--- config.mk ---
export PLATFORM = sky130hd
export DESIGN_NAME = config_serializer
export DESIGN_NICKNAME = d
export VERILOG_FILES = /design/src/rtl/config_serializer.sv
export SDC_FILE = /design/constraint.sdc
export NUM_CORES = 1
export LEC_CHECK = 0
export BUFFER_PORTS_ARGS = -buffer_cell sky130_fd_sc_hd__buf_2
export CAP_MARGIN = 20
export CORE_ASPECT_RATIO = 0.75
export CORE_MARGIN = 2
export CORE_UTILIZATION = 45
export CTS_CLUSTER_SIZE = 14
export DETAILED_ROUTE_END_ITERATION = 16
export PLACE_DENSITY = 0.72
export SLEW_MARGIN = 20
export SYNTH_ARGS = -nofsm -noshare
export SYNTH_HDL_FRONTEND = slang
export SYNTH_SLANG_ARGS = --single-unit
--- constraint.sdc ---
create_clock -name i_clk -period 1.7 [get_ports i_clk]
set_input_delay 0.085 -clock i_clk [delete_from_list [all_inputs] [get_ports i_clk]]
set_output_delay 0.085 -clock i_clk [all_outputs]
set_load 0.03 [all_outputs]
--- src/rtl/config_serializer.sv ---
// config_serializer: pulses the backend reset, shifts a 5-bit gain word out on sclk/sdin,
// then waits for the backend ready flag with a timeout.
module config_serializer #(
  parameter int CLK_DIV    = 2,
  parameter int RST_CYCLES = 4,
  parameter int TIMEOUT    = 64
) (
  input  logic       i_clk,
  input  logic       i_reset,
  input  logic       i_start,
  input  logic [1:0] i_gainA1,
  input  logic [2:0] i_gainA2,
  input  logic       i_ready,
  output logic       o_resetbAll,
  output logic       o_sclk,
  output logic       o_sdin,
  output logic       o_busy,
  output logic       o_done,
  output logic       o_error
);
  localparam int M1   = CLK_DIV > RST_CYCLES ? CLK_DIV : RST_CYCLES;
  localparam int MAXV = M1 > TIMEOUT ? M1 : TIMEOUT;
  localparam int CW   = $clog2(MAXV) + 1;
  typedef enum logic [1:0] {IDLE, RSTB, SHIFT, WAIT} state_t;
  state_t state_q, state_d;
  logic [CW-1:0] cnt_q, cnt_d;
  logic [2:0] bit_q, bit_d;
  logic [4:0] word_q, word_d;
  logic resetb_q, resetb_d, sclk_q, sclk_d, sdin_q, sdin_d;
  logic busy_q, busy_d, done_q, done_d, error_q, error_d;
  always_ff @(posedge i_clk) begin
    if (i_reset) begin
      state_q  <= IDLE;
      cnt_q    <= '0;
      bit_q    <= '0;
      word_q   <= '0;
      resetb_q <= 1'b0;
      sclk_q   <= 1'b0;
      sdin_q   <= 1'b0;
      busy_q   <= 1'b0;
      done_q   <= 1'b0;
      error_q  <= 1'b0;
    end else begin
      state_q  <= state_d;
      cnt_q    <= cnt_d;
      bit_q    <= bit_d;
      word_q   <= word_d;
      resetb_q <= resetb_d;
      sclk_q   <= sclk_d;
      sdin_q   <= sdin_d;
      busy_q   <= busy_d;
      done_q   <= done_d;
      error_q  <= error_d;
    end
  end
  always_comb begin
    state_d  = state_q;
    cnt_d    = cnt_q;
    bit_d    = bit_q;
    word_d   = word_q;
    resetb_d = resetb_q;
    sclk_d   = sclk_q;
    sdin_d   = sdin_q;
    busy_d   = busy_q;
    done_d   = 1'b0;
    error_d  = error_q;
    case (state_q)
      IDLE: if (i_start) begin
        state_d  = RSTB;
        word_d   = {i_gainA2, i_gainA1};
        busy_d   = 1'b1;
        error_d  = 1'b0;
        resetb_d = 1'b0;
        cnt_d    = CW'(1);
      end
      RSTB: if (cnt_q == CW'(RST_CYCLES)) begin
        state_d  = SHIFT;
        resetb_d = 1'b1;
        sclk_d   = 1'b0;
        sdin_d   = word_q[0];
        bit_d    = 3'd0;
        cnt_d    = CW'(1);
      end else cnt_d = cnt_q + CW'(1);
      // word_q shifts right per bit so the next bit to send is always word_q[1]
      SHIFT: if (cnt_q == CW'(CLK_DIV)) begin
        cnt_d = CW'(1);
        if (!sclk_q) sclk_d = 1'b1;
        else if (bit_q == 3'd4) begin
          sclk_d  = 1'b0;
          sdin_d  = 1'b0;
          cnt_d   = '0;
          state_d = WAIT;
        end else begin
          sclk_d = 1'b0;
          sdin_d = word_q[1];
          word_d = word_q >> 1;
          bit_d  = bit_q + 3'd1;
        end
      end else cnt_d = cnt_q + CW'(1);
      WAIT: if (i_ready || cnt_q == CW'(TIMEOUT - 1)) begin
        done_d  = 1'b1;
        busy_d  = 1'b0;
        error_d = !i_ready;
        cnt_d   = '0;
        state_d = IDLE;
      end else cnt_d = cnt_q + CW'(1);
      default: state_d = IDLE;
    endcase
  end
  assign o_resetbAll = resetb_q;
  assign o_sclk      = sclk_q;
  assign o_sdin      = sdin_q;
  assign o_busy      = busy_q;
  assign o_done      = done_q;
  assign o_error     = error_q;
endmodule
==> flow_metrics.tcl, run 1 <==
set metrics [dict create \
    period_share_pct 106 \
    worstSetupPathType "reg2reg" \
    nets 230 \
    start_util_pct 47.1 \
    avgViaCountPerCell 5.58 \
    maxSlewHeadroom_pct 68.2 \
    fmax_mhz 555 \
    whs_ps 181 \
    routed_wl_um 3720 \
    core_region_area_mm2 0.00291 \
    clock_latency_ps 270 \
    syn_area_per_cell_um2 8.68 \
    wl_per_cell_um 15.0 \
    violations "negative setup slack" \
    first_pass_iters 4 \
    ys_seq_area_share_pct 33.6 \
    synth_top_family_by_area "simple AND/OR/NAND/NOR gates" \
    cellLeakagePower_nw 0.777 \
    cts_tree "built" \
    ant_nets 0 \
    h-tree-depth 1 \
    synth_top_cell_by_area "dfxtp_1" \
    synth_area_mm2 0.00137 \
    cts_made_buffers 3 \
    worstPathMaxFanout 4 \
    die_h_um 51.8 \
    synth.top_cell.area_share_pct 33.6 \
    antenna_found_initial 0 \
    synth_compound_area_share_pct 21.2 \
    tightest_slew_ps 475 \
    synth_top_flop_cell "dfxtp_1" \
    gp_congestion 0.905 \
    hold_buffers 0 \
    syn_to_final_growth_pct 44.0 \
    layout_common_cells "buf_4 (36), dfxtp_1 (16), nor2_1 (14), buf_2 (14), nand2_1 (11)" \
    synth.area.top_cells "dfxtp_1 (34%), ha_1 (9.1%), nor2_1 (4.4%), a211oi_1 (3.8%), a21oi_1 (3.6%)" \
    yosysWarningCount 0 \
    syn-num-nets 177 \
    drive_gt1_share_pct 49.0 \
    ios 15 \
    cp-start-kind "flop" \
    dpl.hpwl_um 2680 \
    muxShareOfSynthArea_pct 3.65 \
    finalCriticalPeriod_ps 1800 \
    synth_xor_area_share_pct 3.19 \
    io_buffers 14 \
    grt_use_total_pct 22.8 \
    core.rowCount 17 \
    layout_commonest_cell "buf_4" \
    drtIter0Drc 46 \
    fin_util_pct 67.8 \
    power_density_mw_per_mm2 1480 \
    nFillCells 219 \
    via_count 1383 \
    setup_slack_ps -101 \
    synth_seq_cells 23 \
    die_area_mm2 0.00351 \
    maxSlewViolCount 0 \
    rsz0062_at_grt "true" \
    cts.sinks 23 \
    worst_ep_required_time_ps 1890 \
    maxCapViolations 0 \
    worstHoldPathType "in2reg" \
    grt_pass1_vias 1353 \
    synthAdderAreaFrac_pct 9.12 \
    crit_arrival_ps 1990 \
    vdd_drop_max_mv 0.716 \
    cts-root-buf "clkbuf_8" \
    n_antenna_cell 0 \
    cts.clk_slew.worst_paths_ps 90 \
    setup_viol 11 \
    worstHoldPathCells 3 \
    gr-total-overflow 0 \
    post-route-drc-count 0 \
    rr_worst_depth 6 \
    cts.path.max_buffers 2 \
    p_total_mw 2.92 \
    die_width_um 67.7 \
    synthArstFlopShare_pct 0 \
    grt_first_pass_wirelength_um 5940 \
    endpoint_kind "flop" \
    grt_max_degree 22 \
    status "finished, violations left" \
    hold_viol_final 0 \
    skew_ps 2.04 \
    syn_inst 158 \
    ys_types 39 \
    yosys.area_share.simple_pct 26.0 \
    synth_edf_count 0 \
]
## cells by family after synthesis
| kind of cell | Yosys count |
|---|---|
| xor gates and xnor gates | 5 |
| buffers and inverters | 12 |
| muxes | 5 |
| DFF | 23 |
| adders and majority gates | 10 |
| AOI/OAI and AO/OA | 42 |
| and+or+nand+nor | 61 |
## final cells by class
cell class                      instances  area [um2]  share of cell area [%]
Clock buffer                            3        41.3                    2.09
Clock inverter                          1        5.00                   0.253
Inverter                                7        28.8                    1.46
Multi-Input combinational cell        123        1000                    50.7
Sequential cell                        23         477                    24.1
Tap cell                               38        47.5                    2.41
Timing Repair Buffer                   53         374                    18.9
## critical path, stage by stage (launching register included)
cell	delay [ps]
dfxtp_1	450
nor4_4	70
buf_4	150
a21o_1	200
a31o_4	250
or4_4	410
a31oi_1	190
## routing by layer
metal / part of all wire, % / vias up / GRT usage, % / routed length [um]
met1: 45 / 664 / 28.7 / 1670
met2: 49 / 36 / 39.5 / 1830
met4: 0.62 / 0 / 4.76 / 23
met5: 0 / - / 0 / 0
met3: 5.3 / 6 / 5.19 / 197
li1: - / 677 / - / -
## state kept, by name (all words and copies together), names as in the netlist
| signal | cells |
|---|---|
| bit_q | 3 |
| cnt_q | 7 |
| o_busy | 1 |
| o_done | 1 |
| o_error | 1 |
| o_resetbAll | 1 |
| o_sclk | 1 |
| o_sdin | 1 |
| state_q | 2 |
| word_q | 5 |
## path summary, 6_finish.rpt
| check | start | to | slack [ps] |
|---|---|---|---|
| max | cnt_q[5]$_SDFFE_PP0P_ | cnt_q[3]$_SDFFE_PP0P_ | -100 |
| min | i_gainA2[0] | word_q[2]$_SDFFE_PP0P_ | 180 |
| max reg2reg | cnt_q[5]$_SDFFE_PP0P_ | cnt_q[3]$_SDFFE_PP0P_ | -100 |
| min reg2reg | o_busy$_SDFFE_PP0P_ | o_busy$_SDFFE_PP0P_ | 480 |
## synthesized netlist by cell type (2+ instances only)
cell type   n
dfxtp_1    23
nor2_1     16
nand2_1    12
a21oi_1    10
ha_1       10
a211oi_1    7
nor3_1      7
inv_1       6
nand3_1     6
o21ai_0     6
a31oi_1     5
clkbuf_1    5
mux2i_1     5
nor2b_1     5
xnor2_1     4
a31o_2      3
a21o_1      2
nand2b_1    2
nor3_2      2
o21ai_1     2
or2_2       2
## what timing repair did
action / 4_1_cts / 5_1_grt
resized for setup: 13 / 24
buffers inserted: 3 / 3
pin swaps: 6 / 17
endpoints found under the setup margin: 18 / 20
## per-stage QoR
step | cell area, um2 | setup TNS [ps] | worst slack, ps | instances
floorplan | 1400 | -29.4 | -15.1 | 158
global placement | 1750 | -99.5 | -38.5 | 238
detailed placement | 1750 | -914 | -144 | 238
CTS | 1860 | -278 | -67.2 | 245
global route | 1970 | -1520 | -164 | 248
finish | 1970 | -420 | -101 | 248
## where the power goes
group          switching, mW  total, mW  internal [mW]  leakage (nW)
registers             0.0820      0.737          0.655         0.192
logic                  0.936       1.83          0.893         0.560
clock network          0.190      0.355          0.164        0.0255
No activity file was read; power rests on OpenSTA's default activity.
==> run 2, diff against run 1 <==
Settings changed: TNS_END_PERCENT set to 10.
==> run 2 against run 1 <==
Effect of this change:
- the run still ends with negative setup slack left
- clock power shrank 1%
- flip-flop and latch count is the same
- design area shrank 6.3%
- setup slack gained 11 ps
- combinational power shrank 15%
- die area is the same
- largest power group unchanged
==> flow_metrics.tcl, run 2 (synthesis gave the netlist of run 1 again) <==
set metrics [dict create \
    io_buffers 14 \
    cellLeakagePower_nw 0.701 \
    hold_end "word_q[3]$_SDFFE_PP0P_" \
    grt_pass1_vias 1219 \
    rr_worst_depth 7 \
    r2r-end "cnt_q[3]$_SDFFE_PP0P_" \
    maxUsedRoutingLayer "met4" \
    cts.path.max_buffers 2 \
    drtIter0Drc 31 \
    crit_arrival_ps 1980 \
    hold_viol_final 0 \
    postCtsSetupBuffers 0 \
    violations "negative setup slack" \
    worstSetupPathType "reg2reg" \
    worstHoldPathCells 3 \
    h-tree-depth 1 \
    fmax_mhz 558 \
    core.rowCount 17 \
    gr-total-overflow 0 \
    pwr-share-clk_pct 13.3 \
    grt_first_pass_wirelength_um 5820 \
    place_area_mm2 0.00173 \
    dpl.hpwl_um 2540 \
    grt_use_total_pct 22.7 \
    endpoint_kind "flop" \
    via_count 1286 \
    worstPathMaxFanout 3 \
    avgViaCountPerCell 5.38 \
    layout_common_cells "buf_4 (29), dfxtp_1 (17), nor2_1 (16)" \
    start_util_pct 47.1 \
    ff2ff_setup_slack_ps -90 \
    top_register "cnt_q" \
    skew_ps 6.62 \
    grt_max_degree 22 \
    top_regs "cnt_q (7), word_q (5), bit_q (3)" \
    cp-start-kind "flop" \
    finalSetupTns_ps -339 \
    cts_made_buffers 3 \
    wl_met2_um 1630 \
    worst_ep_required_time_ps 1890 \
    die_width_um 67.7 \
    layout_commonest_cell "buf_4" \
    finalCriticalPeriod_ps 1790 \
    maxSlewViolCount 0 \
    maxCapViolations 0 \
    p_sw_mw 1.10 \
    power_frac_seq_pct 28.1 \
    crit_chain "inv_2 > ha_2 > nor2b_4 > a21o_1 > a31o_4 > or4_1 > a31oi_1" \
    cp_slowest_cell "or4_1" \
    max_stage_delay_ps 410 \
    nets 221 \
    routed_wl_um 3510 \
    gp_congestion 0.810 \
    cts_tree "built" \
    critPathBufInv 1 \
    vdd_drop_max_mv 0.652 \
    first_pass_iters 4 \
    antenna_found_initial 0 \
    drive_gt1_share_pct 41.3 \
    fin_util_pct 63.5 \
    swShare_pct 41.7 \
    reg2reg_from "cnt_q[0]$_SDFFE_PP0P_" \
    power_density_mw_per_mm2 1430 \
    clock_latency_ps 270 \
    p_int_mw 1.54 \
    setup_viol 8 \
    cts.sinks 23 \
    syn_to_final_growth_pct 34.9 \
    hold_buffers 0 \
    largest_reg_flops 7 \
    post-route-drc-count 0 \
    hp-start "i_gainA2[1]" \
    core_region_area_mm2 0.00291 \
    finalInstanceArea_mm2 0.00185 \
    maxSlewHeadroom_pct 70.6 \
    die_h_um 51.8 \
    ant_nets 0 \
    wl_per_cell_um 14.7 \
    wl_met3_um 118 \
    ios 15 \
    worstHoldPathType "in2reg" \
    cts-root-buf "clkbuf_8" \
    die_area_mm2 0.00351 \
    n_antenna_cell 0 \
    p_total_mw 2.64 \
    rsz0062_at_grt "true" \
    tightest_slew_ps 439 \
    cts.clk_slew.worst_paths_ps 90 \
    path_delay_family "compound AO/OA/AOI/OAI gates" \
    status "finished, violations left" \
    p_comb_share_pct 58.6 \
    setup_slack_ps -90.5 \
    m1WireLength_um 1710 \
    period_share_pct 105 \
]
## run 2: cell count changes in the layout (fill, tap and decap cells not counted), sizes merged
| cell | before | now |
|---|---|---|
| inv | 7 | 6 |
| clkinv | 1 | 2 |
| buf | 53 | 44 |
## run 2: power groups by stage
stage          clock (mW)  sequential, mW  combinational [mW]
3_5_place_dp            0           0.747                1.40
2_1_floorplan           0           0.768               0.875
6_report            0.351           0.740                1.55
4_1_cts             0.358           0.735                1.48
3_3_place_gp            0           0.736                1.35
5_1_grt             0.386           0.757                1.68
## run 2: what timing repair did
action,in CTS,in global routing
pin swaps,5,7
setup endpoints to repair,17,19
cloned,0,0
endpoints found under the hold margin,0,0
resized for setup,12,8
## run 2: stage by stage
step | hold WS [ps] | setup WS [ps] | cells
floorplan | 247 | -29.9 | 158
global placement | 394 | -81.6 | 235
detailed placement | 415 | -144 | 235
CTS | 133 | -102 | 239
global route | 161 | -151 | 239
finish | 145 | -90.5 | 239
## run 2: layout make-up
| class | count | area [um2] |
|---|---|---|
| Tap cell | 38 | 47.5 |
| Clock buffer | 3 | 41.3 |
| Clock inverter | 1 | 5.00 |
| Multi-Input combinational cell | 123 | 952 |
| Inverter | 7 | 27.5 |
| Sequential cell | 23 | 468 |
| Fill cell | 237 | 1060 |
| Timing Repair Buffer | 44 | 308 |
## run 2: worst reg2reg max path: stages, from the launching register on
cell and delay [ps]:
dfxtp_2 350, inv_2 50, ha_2 180, nor2b_4 140, a21o_1 190, a31o_4 250
or4_1 410, a31oi_1 150
## run 2: worst max-delay path by stage
stage	cells after the start	start	endpoint
CTS	7	cnt_q[0]$_SDFFE_PP0P_	cnt_q[3]$_SDFFE_PP0P_
detailed placement	5	cnt_q[3]$_SDFFE_PP0P_	word_q[3]$_SDFFE_PP0P_
floorplan	5	cnt_q[3]$_SDFFE_PP0P_	state_q[0]$_SDFFE_PP0P_
global placement	5	cnt_q[6]$_SDFFE_PP0P_	state_q[0]$_SDFFE_PP0P_
finish	7	cnt_q[0]$_SDFFE_PP0P_	cnt_q[3]$_SDFFE_PP0P_
global route	5	cnt_q[6]$_SDFFE_PP0P_	o_sdin$_SDFFE_PP0P_
## run 2: layer usage
metal | GRT usage, % | vias to the layer above
li1 | - | 658
met1 | 30.9 | 596
met2 | 35.6 | 23
met3 | 5.41 | 9
met4 | 6.46 | 0
met5 | 0 | -
==> run 3, diff against run 2 <==
Settings changed: MAX_ROUTING_LAYER set to met4, REMOVE_ABC_BUFFERS set to 1.
==> run 3 against run 2 <==
Effect of this change:
- the flow still finishes with violations (negative setup slack)
- sequential share of layout area shrank 0.40 points
- largest cell class unchanged
- final cell count grew 2.9%
- flip-flop and latch count did not move
- critical endpoint unchanged
- total power grew 4.5%
- setup slack lost 5.7 ps
- count of clock-buffer cells in the layout increased by 1
- design area up 2.7%
- register-to-register slack about the same
- combinational power increased by 7%
- highest routed layer unchanged
- non-clock buffer count increased by 7
- utilization up 1.7 points
- routed wire length increased by 7.6%
==> flow_metrics.tcl, run 3 (synthesis gave the netlist of run 1 again) <==
set metrics [dict create \
    status "finished, violations left" \
    violations "negative setup slack" \
    finalCriticalPeriod_ps 1800 \
    endpoint_kind "flop" \
    cts_made_buffers 3 \
    routed_wl_um 3770 \
    h-tree-depth 1 \
    tightest_slew_ps 488 \
    worstHoldPathType "in2reg" \
    clock_latency_ps 260 \
    syn_to_final_growth_pct 38.5 \
    layout_common_cells "buf_4 (37), dfxtp_1 (17), nor2_1 (14), buf_2 (14), nand2_1 (11)" \
    cp_slowest_cell "or4_1" \
    grt_use_total_pct 23.8 \
    setup_viol 11 \
    die_width_um 67.7 \
    instances_no_fill 246 \
    place_ws_ps -172 \
    core_region_area_mm2 0.00291 \
    dp.cells 237 \
    cts.sinks 23 \
    crit_arrival_ps 1980 \
    core.rowCount 17 \
    post-route-drc-count 0 \
    top_regs "cnt_q (7), word_q (5), bit_q (3)" \
    gp_congestion 0.958 \
    first_pass_iters 4 \
    multiInputGateArea_um2 957 \
    avgViaCountPerCell 5.54 \
    cts-root-buf "clkbuf_8" \
    whs_ps 153 \
    antenna_found_initial 0 \
    fmax_mhz 557 \
    ios 15 \
    cts.clk_slew.worst_paths_ps 80 \
    cellLeakagePower_nw 0.722 \
    drtIter0Drc 48 \
    top_register "cnt_q" \
    maxCapViolations 0 \
    largest_reg_flops 7 \
    finalSetupTns_ps -405 \
    crit_chain "inv_2 > ha_4 > nor2b_4 > a21o_1 > a31o_2 > or4_1 > a31oi_1" \
    cts_tree "built" \
    max_stage_delay_ps 470 \
    rsz0062_at_grt "true" \
    worstPathMaxFanout 3 \
    maxSlewHeadroom_pct 67.3 \
    grt_first_pass_wirelength_um 6010 \
    setup_slack_ps -96.3 \
    gr-total-overflow 0 \
    die_h_um 51.8 \
    vdd_drop_max_mv 0.794 \
    use_met2_pct 37.9 \
    top_usage_layer "met2" \
    hold_viol_final 0 \
    grt_max_degree 22 \
    maxSlewViolCount 0 \
    via_count 1362 \
    worst_ep_required_time_ps 1890 \
    worstSetupPathType "reg2reg" \
    wl_per_cell_um 15.3 \
    period_share_pct 106 \
    layout_commonest_cell "buf_4" \
    cts.path.max_buffers 2 \
    power_density_mw_per_mm2 1450 \
    cp-start-kind "flop" \
    io_buffers 14 \
    n_antenna_cell 0 \
    start_util_pct 47.1 \
    dpl.hpwl_um 2630 \
    grtUsageMet1_pct 30.7 \
    nets 228 \
    nFillCells 225 \
    ant_nets 0 \
    skew_ps 2.55 \
    gr-usage-met3_pct 5.41 \
    die_area_mm2 0.00351 \
    grt_pass1_vias 1277 \
    regArea_um2 473 \
    drive_gt1_share_pct 44.2 \
    hold_buffers 0 \
]
-- run 3: cell types whose count changed in the layout (fill, tap and decap cells not counted), sizes merged --
cell,change
buf,+7
clkbuf,+1
clkinv,-1
-- run 3: routing by layer --
metal,part of all wire [%],up-vias,wire (um)
li1,-,674,-
met5,0,-,0
met2,47,35,1790
met4,1.4,0,51
met1,45,649,1710
met3,5.8,4,219
-- run 3: area by class of cell --
type | count | area share, %
Inverter | 7 | 1.52
Tap cell | 38 | 2.50
Timing Repair Buffer | 51 | 18.3
Sequential cell | 23 | 24.9
Clock buffer | 4 | 2.37
Multi-Input combinational cell | 123 | 50.4
-- run 3: power by group --
part	switching [mW]	internal, mW	total [mW]
logic	0.867	0.795	1.66
registers	0.0832	0.663	0.746
clock network	0.181	0.167	0.349
-- run 3: per-stage QoR --
stage | total power, mW | util (%) | cell area [um2]
global placement | 2.10 | 58.7 | 1710
finish | 2.76 | 65.2 | 1900
CTS | 2.61 | 62.1 | 1810
floorplan | 1.60 | - | 1350
detailed placement | 2.16 | 58.7 | 1710
global route | 2.93 | 65.2 | 1900
-- run 3: critical path: cells and delay by family (launching register included) --
| family | cells | cell delay, ps |
|---|---|---|
| AOI/OAI and AO/OA | 3 | 540 |
| adders and majority gates | 1 | 150 |
| buffers and inverters | 1 | 60 |
| DFF | 1 | 360 |
| and+or+nand+nor | 2 | 590 |
-- run 3: worst paths after layout --
| path | startpoint | end | slack, ps | cells past startpoint |
|---|---|---|---|---|
| setup / recovery | cnt_q[0]$_SDFFE_PP0P_ | cnt_q[3]$_SDFFE_PP0P_ | -100 | 7 |
| hold / removal | i_gainA2[1] | word_q[3]$_SDFFE_PP0P_ | 150 | 3 |
| setup reg to reg | cnt_q[0]$_SDFFE_PP0P_ | cnt_q[3]$_SDFFE_PP0P_ | -100 | 7 |
| hold reg to reg | o_busy$_SDFFE_PP0P_ | o_busy$_SDFFE_PP0P_ | 490 | 2 |
-- run 3: timing repair --
action / in CTS / in global routing
gates resized for setup: 8 / 23
buffers inserted: 3 / 2
pin swaps: 4 / 5
setup endpoints to repair: 19 / 20
endpoints found under the hold margin: 0 / 0
gates cloned: 0 / 0
